==> src/rtl/mux2_sel_reg.sv <==
// mux2_sel_reg
// 2:1 operand selector with a registered copy of the selected word, a
// registered copy of the select line and a saturating count of clocked
// select changes.
//
// y is a plain ternary, so in simulation an X/Z select merges d0 and d1
// bitwise (equal bits pass, differing bits go X); synthesis sees a mux.

module mux2_sel_reg #(
  parameter int WIDTH = 16,
  parameter int CNT_W = 8
) (
  input  logic             clk,
  input  logic             rst_n,
  input  logic [WIDTH-1:0] d0,
  input  logic [WIDTH-1:0] d1,
  input  logic             s,
  input  logic             en,
  output logic [WIDTH-1:0] y,
  output logic [WIDTH-1:0] y_q,
  output logic             sel_q,
  output logic [CNT_W-1:0] toggle_cnt
);

  localparam logic [CNT_W-1:0] CNT_MAX = '1;
  localparam logic [CNT_W-1:0] CNT_ONE = CNT_W'(1);

  logic [WIDTH-1:0] y_d;
  logic             sel_d;
  logic [CNT_W-1:0] cnt_q;
  logic [CNT_W-1:0] cnt_d;
  logic             sel_change;

  // Combinational selection; independent of clock, enable and reset.
  always_comb begin
    y = s ? d1 : d0;
  end

  // Next-state for the registered word and the select copy.
  always_comb begin
    y_d   = en ? y : y_q;
    sel_d = s;
  end

  // A change is counted only when the select seen at this edge differs
  // from the one captured at the previous edge; glitches that revert
  // between edges are invisible here by construction.
  always_comb begin
    sel_change = (s != sel_q);
    cnt_d      = cnt_q;
    if (sel_change && (cnt_q != CNT_MAX)) begin
      cnt_d = cnt_q + CNT_ONE;
    end
  end

  // State registers, cleared asynchronously.
  always_ff @(posedge clk or negedge rst_n) begin
    if (!rst_n) begin
      y_q   <= '0;
      sel_q <= 1'b0;
      cnt_q <= '0;
    end else begin
      y_q   <= y_d;
      sel_q <= sel_d;
      cnt_q <= cnt_d;
    end
  end

  assign toggle_cnt = cnt_q;

endmodule

==> config.mk <==
export PLATFORM = sky130hd
export DESIGN_NAME = mux2_sel_reg
export DESIGN_NICKNAME = d
export VERILOG_FILES = /design/src/rtl/mux2_sel_reg.sv
export SDC_FILE = /design/constraint.sdc
export NUM_CORES = 1
export LEC_CHECK = 0
export BUFFER_PORTS_ARGS = -buffer_cell sky130_fd_sc_hd__buf_2
export CORE_ASPECT_RATIO = 0.7
export CORE_MARGIN = 2
export CORE_UTILIZATION = 37
export DETAILED_ROUTE_END_ITERATION = 8
export GPL_TIMING_DRIVEN = 0
export HOLD_SLACK_MARGIN = 0.12
export PLACE_DENSITY = 0.68
export SYNTH_ARGS = -nofsm -noshare
export SYNTH_HDL_FRONTEND = slang
export SYNTH_SLANG_ARGS = --single-unit
==> constraint.sdc <==
create_clock -name clk -period 4 [get_ports clk]
set_clock_uncertainty 0.05 [all_clocks]
set_input_delay 0.6 -clock clk [delete_from_list [all_inputs] [get_ports clk]]
set_output_delay 0.6 -clock clk [all_outputs]
set_load 0.02 [all_outputs]
### Word-level counts from Yosys, hierarchy flattened

Cells that the tools add are included.

| cells by class | value |
|---|---|
| reductions and logical operators | 1 |
| muxes and demuxes | 1 |
| add/subtract/negate cells | 1 |
| equal/unequal tests | 2 |

Operator list:

| kind | number |
|---|---|
| $mux W16 | 1 |
| $add A8 B1 Y8 const B | 1 |
| $ne A8 B8 Y1 const B | 1 |
| $logic_and A1 B1 Y1 | 1 |
| $ne A1 B1 Y1 | 1 |

| storage, ports and cells | value |
|---|---|
| bits of input ports | 36 |
| logic and storage cells | 8 |
| output and inout port bits | 41 |
| flip-flop bits (word level) | 25 |

### Longest topological paths before layout

Gate-level depths: netlist of the first run.

| depth | value |
|---|---|
| depth in word-level cells | 2 |
| depth in mapped cells | 5 |
| depth with buffers taken out | 5 |

### Worst setup path before layout of the first run

No wires, ideal clock.

| path | value |
|---|---|
| path kind | input -> output |
| from | in s |
| to | out y[10] |
| buffers on the path | 2 |
| setup slack | 2.002 ns |
| arrival | 1.348 ns |
| required time | 3.350 ns |
| stages on the path | 3 |
| path through | buf_6 buf_2 mux2_2 |

| on the way | value |
|---|---|
| longest elaborated chain between the ends | 1 |

Ends and longest elaborated chain:

| what | RTL line | text |
|---|---|---|
| start, declared | 17 | `input logic s,` |
| $mux W16 | 36 | `y = s ? d1 : d0;` |
| end, declared | 19 | `output logic [WIDTH-1:0] y,` |

No other way between the ends.

### Worst setup path in the final report of the first run

| path | value |
|---|---|
| from | in s |
| to | out y[11] |

The elaborated chain is that of the path after synthesis.

==> results of run 1 <==
[power groups by stage]
stage / clock network (mW) / registers, mW / logic (mW)
3_5_place_dp: 0 / 0.379 / 0.330
3_3_place_gp: 0 / 0.374 / 0.318
4_1_cts: 0.152 / 0.374 / 0.330
2_1_floorplan: 0 / 0.446 / 0.134
6_report: 0.143 / 0.374 / 0.325
5_1_grt: 0.164 / 0.387 / 0.354
[routing by layer]
metal  GRT usage (%)  share of wire (%)  vias up
li1                -                  -      478
met1            18.3                 39      487
met2            29.8                 54       37
met4            1.85               0.72        0
met3            3.68                6.2        2
met5               0                  0        -
[Yosys cell counts]
library cell  number
a21oi_1            6
a31oi_1            1
and3_1             1
and3_4             1
and4_1             1
buf_2              2
buf_6              1
clkbuf_1           1
dfrtp_1           25
ha_1               1
inv_1              1
mux2_1             1
mux2_2            33
mux2i_1            1
nand2_1            4
nand2b_1           1
nand4_1            2
nor2_1             1
nor3b_1            1
xnor2_1            1
xor2_1             2
xor2_4             1
[cell families (layout without fill, tap and decap cells)]
family	count (synthesis)	count (layout)	share of synthesized area (%)
compound gates	7	7	2.97
fa+ha+maj	1	1	1.02
buf+inv	5	84	2.36
simple gates	12	12	5.84
xor+xnor	4	4	4.41
flops	25	25	51.2
mux	35	35	32.2
[per-stage QoR]
step / area [um2] / power (mW) / setup slack [ns]
after floorplan: 1220 / 0.581 / 2.00
after global placement: 1640 / 0.692 / 1.71
after detailed placement: 1640 / 0.709 / 1.66
after CTS: 1690 / 0.856 / 1.67
after global routing: 1690 / 0.905 / 1.61
final: 1690 / 0.842 / 1.70
[placed cells by master (no fill, tap or decap)]
master,count
and3_1,1
clkbuf_8,3
nor2_1,1
xor2_4,1
mux2i_1,1
mux2_2,33
ha_1,1
and3_4,1
buf_2,77
inv_1,1
nand2b_1,1
dfrtp_1,25
xor2_1,2
and4_1,1
clkbuf_1,2
nand2_1,4
buf_6,1
a21oi_1,6
xnor2_1,1
nand4_1,2
nor3b_1,1
a31oi_1,1
mux2_1,1
[layout make-up]
class	instances	area, um2	share of cell area, %
Buffer	4	25.0	1.48
Clock buffer	4	45.0	2.67
Inverter	1	3.75	0.222
Multi-Input combinational cell	59	567	33.6
Sequential cell	25	626	37.0
Tap cell	38	47.5	2.81
Timing Repair Buffer	75	375	22.2
[state kept, by name, indices dropped and copies added, names as in the netlist]
signal      count
sel_q           1
toggle_cnt      8
y_q            16
[critical path: stages]
cell    delay (ns)
buf_2         0.10
buf_6         0.16
buf_2         0.26
mux2_2        0.38
buf_2         0.16
[path summary, 6_finish.rpt]
kind | end | slack, ns | from | depth (start not counted)
max in group asynchronous | toggle_cnt[0] | 3.27 | rst_n | 1
min reg2reg | y_q[11] | 0.46 | y_q[11] | 1
min in group clk | sel_q | 0.42 | s | 1
max | y[11] | 1.70 | s | 5
min | toggle_cnt[4] | 0.26 | rst_n | 1
max reg2reg | toggle_cnt[1] | 2.45 | toggle_cnt[0] | 5
==> summary.txt, run 1 <==
Run status
  • Status: completed

Critical path
  • Critical Path Fanout Max: 10
  • Crit. End Element: primary output
  • Setup CP Type: in -> out
  • WP data arrival: 1.65 ns
  • Crit start category: input port
  • WP data required: 3.35 ns

Floorplan
  • Die Ht: 52.1 um
  • Die area: 3780 um2
  • Die X-Extent: 72.7 um
  • Row count: 17
  • Core footprint: 3150 um2
  • Initial Util: 38.8%
  • Ports: 77

Logic synthesis
  • YS warnings: 0
  • Gate Count Post-Synth: 89
  • Syn_area_per_cell: 13.7 um2
  • Synthesized cell area: 1220 um2
  • Synth Net Count: 126
  • Yosys cell types: 22
  • Register area share after synthesis: 51.2%
  • Cell taking the most area after synthesis: dfrtp_1
  • Share of the synthesized area in the top cell type: 51.2%
  • Area contributors post-synth: dfrtp_1 (51%), mux2_2 (30%), a21oi_1 (2.5%), xor2_4 (2.3%), xor2_1 (1.4%)
  • Yosys reg bits: 25

Global route
  • Antenna violations before repair: 0
  • GRT Total Usage: 15.6%
  • Largest net degree at the start of global routing: 26
  • GR Overflow Total: 0
  • Vias in the first global route: 1032
  • First-pass GRT wire length: 4540 um

Clock tree
  • Clk Latency, worst-skew pair: 0.26 ns
  • H-tree depth: 1
  • CTS Sinks: 25
  • Resized cells post-CTS: 0
  • Cts bufs inserted: 3
  • CTS root buffer: clkbuf_8
  • Post-CTS Repair Setup Buffers: 0
  • CTS tree: built
  • Hold buffers post-CTS: 0
  • Maximum clock path buffer count: 2
  • Clk pin slew, worst setup/hold paths: 0.08 ns

Placed design
  • HPWL after DPL: 2280 um
  • GP Congestion: 0.766
  • Post-Place Cells: 202
  • # port buffers: 75

Layout
  • Util after Layout: 53.7%
  • Final Non-Filler Cells: 206
  • Layout Nets: 206
  • ANT cells: 0
  • Share of layout cells above drive strength 1: 69.0%
  • Fill cells: 287
  • Area grow syn2layout: 38.3%

Worst hold path
  • Hold/Removal Path Class: in -> async

Power
  • Net load switching power: 0.321 mW
  • Comb pwr share: 38.5%
  • Reg power frac: 44.5%
  • Leak: 0.841 nW
  • Net Sw Frac: 38.1%
  • Design internal power: 0.521 mW
  • Power Density: 499 nW/um2
  • Clock network fraction of design power: 17.0%
  • Peak supply drop: 0.196 mV

STA
  • Max Slew Vio Count: 0
  • Final Hold Fails: 0
  • Hold WS: 0.262 ns
  • Minimum clock period: 2.30 ns
  • Period utilization: 57.6%
  • RSZ-0062 raised after global routing: no
  • # setup viols final: 0
  • Relative slew slack: 63.8%
  • Setup TNS Final: 0 ns
  • FMAX: 0.434 GHz
  • Worst Tran Pin Value: 0.543 ns

Drt
  • Antenna viol nets, final: 0
  • First drt pass iteration count: 4
  • Vias: 1004
  • Vias per inst: 4.87
  • Initial DRC Count: 48
  • Final WL: 2760 um
  • WL/cell: 13.4 um
  • DR DRC count: 0

Flow run
  • Max_cap viols: 0
Power figures use the tool's default switching activity.
==> run 2: changes to the inputs <==
PLACE_DENSITY = 0.71   (was 0.68)
clock period = 2 ns   (was 4 ns; I/O delays follow)
==> run 2 against run 1 <==
Compared with the run above:
- first-iteration DRC count rose by 75%
- sequential power rose by 100%
- sequential cell count did not move
- largest power group unchanged
==> summary.txt, run 2 (synthesis results as in run 1) <==
Run status
  • Status: completed

STA
  • Setup TNS Final: 0 ns (unchanged)
  • FMAX: 0.585 GHz
  • # setup viols final: 0 (unchanged)
  • Worst Tran Pin Value: 0.560 ns (+0.0165 ns)
  • Minimum clock period: 1.71 ns
  • Final Hold Fails: 0 (unchanged)
  • Period utilization: 85.5%
  • Max Slew Vio Count: 0 (unchanged)
  • RSZ-0062 raised after global routing: no
  • Relative slew slack: 62.7% (-1.1 points)

Clock tree
  • Resized cells post-CTS: 0 (unchanged)
  • Clk pin slew, worst setup/hold paths: 0.08 ns (about the same)
  • Cts bufs inserted: 3 (unchanged)
  • Maximum clock path buffer count: 2 (unchanged)
  • CTS root buffer: clkbuf_8
  • Clk Latency, worst-skew pair: 0.26 ns (about the same)
  • CTS tree: built
  • Hold buffers post-CTS: 2 (+2)
  • CTS Sinks: 25 (unchanged)
  • H-tree depth: 1 (unchanged)
  • Post-CTS Repair Setup Buffers: 0 (unchanged)

Drt
  • Vias per inst: 4.88 (about the same)
  • Final WL: 2920 um (+5.8%)
  • WL/cell: 14.0 um (+4.8%)
  • Initial DRC Count: 84 (+75%)
  • Antenna viol nets, final: 0 (unchanged)
  • First drt pass iteration count: 4 (unchanged)
  • Vias: 1014 (+1.0%)
  • DR DRC count: 0 (unchanged)

Global route
  • GRT Total Usage: 16.7% (+1.1 points)
  • GR Overflow Total: 0 (unchanged)
  • Largest net degree at the start of global routing: 26 (unchanged)
  • First-pass GRT wire length: 4860 um (+7.1%)
  • Antenna violations before repair: 0 (unchanged)
  • Vias in the first global route: 1110 (+7.6%)

Floorplan
  • Die X-Extent: 72.7 um (unchanged)
  • Ports: 77 (unchanged)
  • Die area: 3780 um2 (unchanged)
  • Die Ht: 52.1 um (unchanged)
  • Core footprint: 3150 um2 (unchanged)
  • Initial Util: 38.8% (unchanged)
  • Row count: 17 (unchanged)

Power
  • Comb pwr share: 38.7% (+0.2 points)
  • Net load switching power: 0.652 mW (+100%)
  • Power, Total: 1.70 mW (+100%)
  • Power Density: 993 nW/um2 (+99%)
  • Clock network fraction of design power: 16.9% (about the same)
  • Reg power frac: 44.4% (about the same)
  • Net Sw Frac: 38.4% (+0.29 points)
  • Design internal power: 1.05 mW (+100%)
  • Leak: 0.850 nW (+0.99%)
  • Peak supply drop: 0.427 mV (+120%)

Worst hold path
  • Hold/Removal Path Class: in -> reg
  • Hold path endpoint: y_q[11]
  • Hold Crit Depth: 3
  • Hold Path Origin: d0[11]

Layout
  • Most common cell after layout, fill and taps aside: buf_2
  • Fill cells: 300 (+4.5%)
  • Area grow syn2layout: 40.0%
  • Util after Layout: 54.3% (+0.64 points)
  • Commonest non-fill, non-tap cells in the layout: buf_2 (77), mux2_2 (33), dfrtp_1 (25)
  • Share of layout cells above drive strength 1: 68.2% (-0.81 points)
  • ANT cells: 0 (unchanged)
  • Layout Nets: 208 (+0.97%)
  • Max reg flops: 16 (unchanged)
  • Largest register by flop count: y_q

Critical path
  • FF-to-FF setup slack: 0.47 ns (-1.98 ns)
  • Slowest cell delay on critical path: 0.39 ns (about the same)
  • Crit-path slowest cell: mux2_2
  • Worst path cell trace: buf_2, buf_6, buf_2, mux2_2, buf_2
  • Setup CP Type: in -> out
  • Cells on worst reg2reg path: 5 (unchanged)
  • Worst r2r dst: toggle_cnt[1]
  • R2R Path Start: toggle_cnt[0]
  • WP data required: 1.65 ns (-1.70 ns)
  • Crit start category: input port
  • Critical Path Fanout Max: 10 (unchanged)
  • Delay-heaviest family, CP: buffers and inverters
  • CP Buf/Inv Count: 4 (unchanged)
  • WP data arrival: 1.36 ns (-0.29 ns)
  • CP most frequent cell: buf_2
  • Crit. End Element: primary output

Placed design
  • HPWL after DPL: 2400 um (+5.4%)
  • # port buffers: 75 (unchanged)
  • GP Congestion: 0.807 (+5.4%)

Flow run
  • Max_cap viols: 0 (unchanged)
## run 2: cell types whose count changed in the layout (fill, tap and decap cells not counted), sizes merged
| cell | delta |
|---|---|
| dlygate4sd3 | +2 |
## run 2: metrics by stage
stage | worst slack, ns | cell area, um2 | cells | hold WS, ns
2_1_floorplan | 0.453 | 1220 | 89 | -0.0456
3_3_place_gp | 0.283 | 1640 | 202 | 0.270
3_5_place_dp | 0.273 | 1640 | 202 | 0.275
4_1_cts | 0.274 | 1710 | 208 | 0.355
5_1_grt | 0.222 | 1710 | 208 | 0.364
6_report | 0.290 | 1710 | 208 | 0.363
## run 2: layout make-up
type | instances | area, um2 | share of cell area [%]
tap | 38 | 47.5 | 2.78
buffer | 4 | 25.0 | 1.46
inverter | 1 | 3.75 | 0.220
multi-input combinational | 59 | 567 | 33.2
timing repair buffer | 77 | 395 | 23.1
clock buffer | 4 | 45.0 | 2.64
sequential | 25 | 626 | 36.6
## run 2: how the worst max path moves through the flow
stage	cells after the start	slack [ns]	startpoint	to
6_report	5	0.29	s	y[14]
5_1_grt	5	0.22	s	y[14]
4_1_cts	5	0.27	s	y[14]
3_5_place_dp	5	0.27	s	y[14]
3_3_place_gp	5	0.28	s	y[14]
2_1_floorplan	5	0.45	toggle_cnt[0]	toggle_cnt[1]
## run 2: worst reg2reg max path, stage by stage (launching register included)
cell	delay [ns]
dfrtp_1	0.41
ha_1	0.21
and3_1	0.23
nand2_1	0.07
nand2_1	0.11
mux2_2	0.34
## run 2: power groups by stage
stage,combinational (mW),sequential (mW),clock [mW]
final,0.658,0.754,0.287
after detailed placement,0.660,0.762,0
after global placement,0.636,0.747,0
after CTS,0.666,0.752,0.303
after floorplan,0.269,0.893,0
after global routing,0.715,0.775,0.321
## run 2: per-layer routing
metal	GRT usage (%)	wire length (um)	vias up
li1	-	-	480
met1	18.6	1150	504
met4	4.63	24	0
met2	31.8	1620	28
met3	3.68	127	2
met5	0	0	-
==> run 3: changes to the inputs <==
BUFFER_PORTS_ARGS = default   (was -buffer_cell sky130_fd_sc_hd__buf_2)
CTS_CLUSTER_DIAMETER = 40   (was default)
DONT_BUFFER_PORTS = 1   (was default)
PLACE_DENSITY = 0.5   (was 0.71)
==> run 3 against run 2 <==
Compared with the run above:
- register-to-register slack worse by 0.15 ns
- cell count down 36%
- sequential power up 22%
- combinational power down 52%
- final area down 21%
- power down 11%
- first-iteration DRC count down 85%
- sequential cell count unchanged
- setup slack better by 0.033 ns
- worst hold slack better by 0.020 ns
- critical path depth unchanged
- critical path type is now reg -> reg
- largest cell class unchanged
==> summary.txt, run 3 (synthesis results as in run 1) <==
Layout
  • ANT cells: 0 (unchanged)
  • Share of layout cells above drive strength 1: 44.8% (-23 points)
  • Util after Layout: 43.0% (-11 points)
  • Layout Nets: 134 (-36%)
  • Max reg flops: 16 (unchanged)
  • Commonest non-fill, non-tap cells in the layout: mux2_2 (33), dfrtp_1 (25), a21oi_1 (6)
  • Fill cells: 292 (-2.7%)
  • Area grow syn2layout: 11.0%
  • Post-route cell area: 1360 um2 (-21%)
  • Largest register by flop count: y_q
  • Most common cell after layout, fill and taps aside: mux2_2

Critical path
  • Crit start category: flip-flop
  • Slowest cell delay on critical path: 0.52 ns (+0.13 ns)
  • CP most frequent cell: nand2_1
  • Worst path cell trace: ha_1, and3_1, nand2_1, nand2_1, mux2_2
  • R2R Path Start: toggle_cnt[0]
  • Critical Path Fanout Max: 4 (-6)
  • Setup CP Type: reg -> reg
  • Crit. End Element: flip-flop
  • CP startpoint: toggle_cnt[0]
  • CP Buf/Inv Count: 0 (-4)
  • Crit-path slowest cell: dfrtp_1
  • WP data arrival: 1.78 ns (+0.42 ns)
  • WP data required: 2.10 ns (+0.45 ns)
  • Delay-heaviest family, CP: flip-flops

Clock tree
  • Cts bufs inserted: 3 (unchanged)
  • Post-CTS Repair Setup Buffers: 0 (unchanged)
  • Clk pin slew, worst setup/hold paths: 0.08 ns (about the same)
  • Maximum clock path buffer count: 2 (unchanged)
  • CTS Sinks: 25 (unchanged)
  • H-tree depth: 1 (unchanged)
  • Clk Latency, worst-skew pair: 0.26 ns (about the same)
  • CTS tree: built
  • CTS root buffer: clkbuf_8

Drt
  • Vias per inst: 5.49 (+13%)
  • Antenna viol nets, final: 0 (unchanged)
  • Final WL: 2210 um (-24%)
  • Vias: 736 (-27%)
  • Initial DRC Count: 13 (-85%)
  • WL/cell: 16.5 um (+18%)
  • First drt pass iteration count: 3 (-1)
  • DR DRC count: 0 (unchanged)

Power
  • Clock network fraction of design power: 18.5% (+1.6 points)
  • Peak supply drop: 0.545 mV (+28%)
  • Design internal power: 0.925 mW (-12%)
  • Power Density: 1120 nW/um2 (+13%)
  • Net Sw Frac: 39.1% (+0.66 points)
  • Net load switching power: 0.593 mW (-9.1%)
  • Reg power frac: 60.5% (+16 points)
  • Leak: 0.565 nW (-33%)
  • Comb pwr share: 21.0% (-18 points)

STA
  • Period utilization: 83.9% (-1.6 points)
  • Final Hold Fails: 0 (unchanged)
  • Final worst setup slack: 0.323 ns (+0.0329 ns)
  • Max Slew Vio Count: 0 (unchanged)
  • FMAX: 0.596 GHz (+2.0%)
  • Setup TNS Final: 0 ns (unchanged)
  • RSZ-0062 raised after global routing: no
  • Minimum clock period: 1.68 ns (-0.0329 ns)
  • Relative slew slack: 76.3% (+14 points)
  • Worst Tran Pin Value: 0.355 ns (-0.205 ns)
  • # setup viols final: 0 (unchanged)

Placed design
  • HPWL after DPL: 1780 um (-26%)
  • Dpl ws: 0.328 ns (+0.0549 ns)
  • # port buffers: 0 (-100%)
  • GP Congestion: 0.641 (-21%)
  • Area after DPL: 1270 um2 (-23%)

Floorplan
  • Core footprint: 3150 um2 (unchanged)
  • Die Ht: 52.1 um (unchanged)
  • Die X-Extent: 72.7 um (unchanged)
  • Ports: 77 (unchanged)
  • Row count: 17 (unchanged)
  • Die area: 3780 um2 (unchanged)
  • Initial Util: 38.8% (unchanged)

Global route
  • First-pass GRT wire length: 3390 um (-30%)
  • GRT Total Usage: 12.3% (-4.4 points)
  • GR Overflow Total: 0 (unchanged)
  • Antenna violations before repair: 0 (unchanged)
  • Vias in the first global route: 692 (-38%)
  • Largest net degree at the start of global routing: 26 (unchanged)

Flow run
  • Max_cap viols: 0 (unchanged)

Worst hold path
  • Hold/Removal Path Class: in -> reg
  • Hold Path Origin: d0[6]

Run status
  • Status: completed
run 3: cell count changes in the layout (fill, tap and decap cells not counted), sizes merged:
cell	change
clkbuf	-1
clkinv	+1
buf	-74
run 3: final timing paths:
kind	to	slack, ns	cells past startpoint
worst max register to register	toggle_cnt[1]	0.32	5
worst min-delay path	y_q[6]	0.38	2
worst max-delay path	toggle_cnt[1]	0.32	5
max in group asynchronous	y_q[4]	1.35	2
worst min register to register	toggle_cnt[0]	0.62	1
min in group asynchronous	y_q[3]	0.41	2
run 3: timing repair:
action,CTS,global route
gates resized for setup,0,0
hold buffers,3,0
hold endpoints to repair,26,0
run 3: per-stage QoR:
| stage | hold slack [ns] | cells | power, mW |
|---|---|---|---|
| after floorplan | -0.0456 | 89 | 1.16 |
| final | 0.383 | 134 | 1.52 |
| after detailed placement | -0.0452 | 127 | 1.24 |
| after global routing | 0.366 | 134 | 1.64 |
| after global placement | -0.0451 | 127 | 1.23 |
| after CTS | 0.372 | 134 | 1.55 |
run 3: cell type report:
type / instances / area [um2] / area share, %
Buffer: 4 / 25.0 / 1.85
Sequential cell: 25 / 626 / 46.2
Inverter: 1 / 3.75 / 0.277
Tap cell: 38 / 47.5 / 3.51
Timing Repair Buffer: 3 / 40.0 / 2.95
Clock inverter: 1 / 5.00 / 0.369
Clock buffer: 3 / 41.3 / 3.05
Multi-Input combinational cell: 59 / 567 / 41.8
run 3: power by group through the flow:
stage / logic, mW / clock network, mW / registers [mW]
after global routing: 0.359 / 0.334 / 0.943
after floorplan: 0.269 / 0 / 0.893
after detailed placement: 0.306 / 0 / 0.932
after global placement: 0.298 / 0 / 0.931
final: 0.319 / 0.280 / 0.919
after CTS: 0.325 / 0.302 / 0.922
run 3: metal layers:
| layer | global-route usage, % | share of wire (%) |
|---|---|---|
| met1 | 15.7 | 44 |
| met2 | 19.2 | 46 |
| met3 | 5.43 | 10 |
| met4 | 2.78 | 0 |
| met5 | 0 | 0 |
run 3: worst reg2reg max path: cells and delay by family, from the launching register on:
kind / cells / cell delay (ns)
flops: 1 / 0.52
simple gates: 3 / 0.42
mux: 1 / 0.33
fa+ha+maj: 1 / 0.25
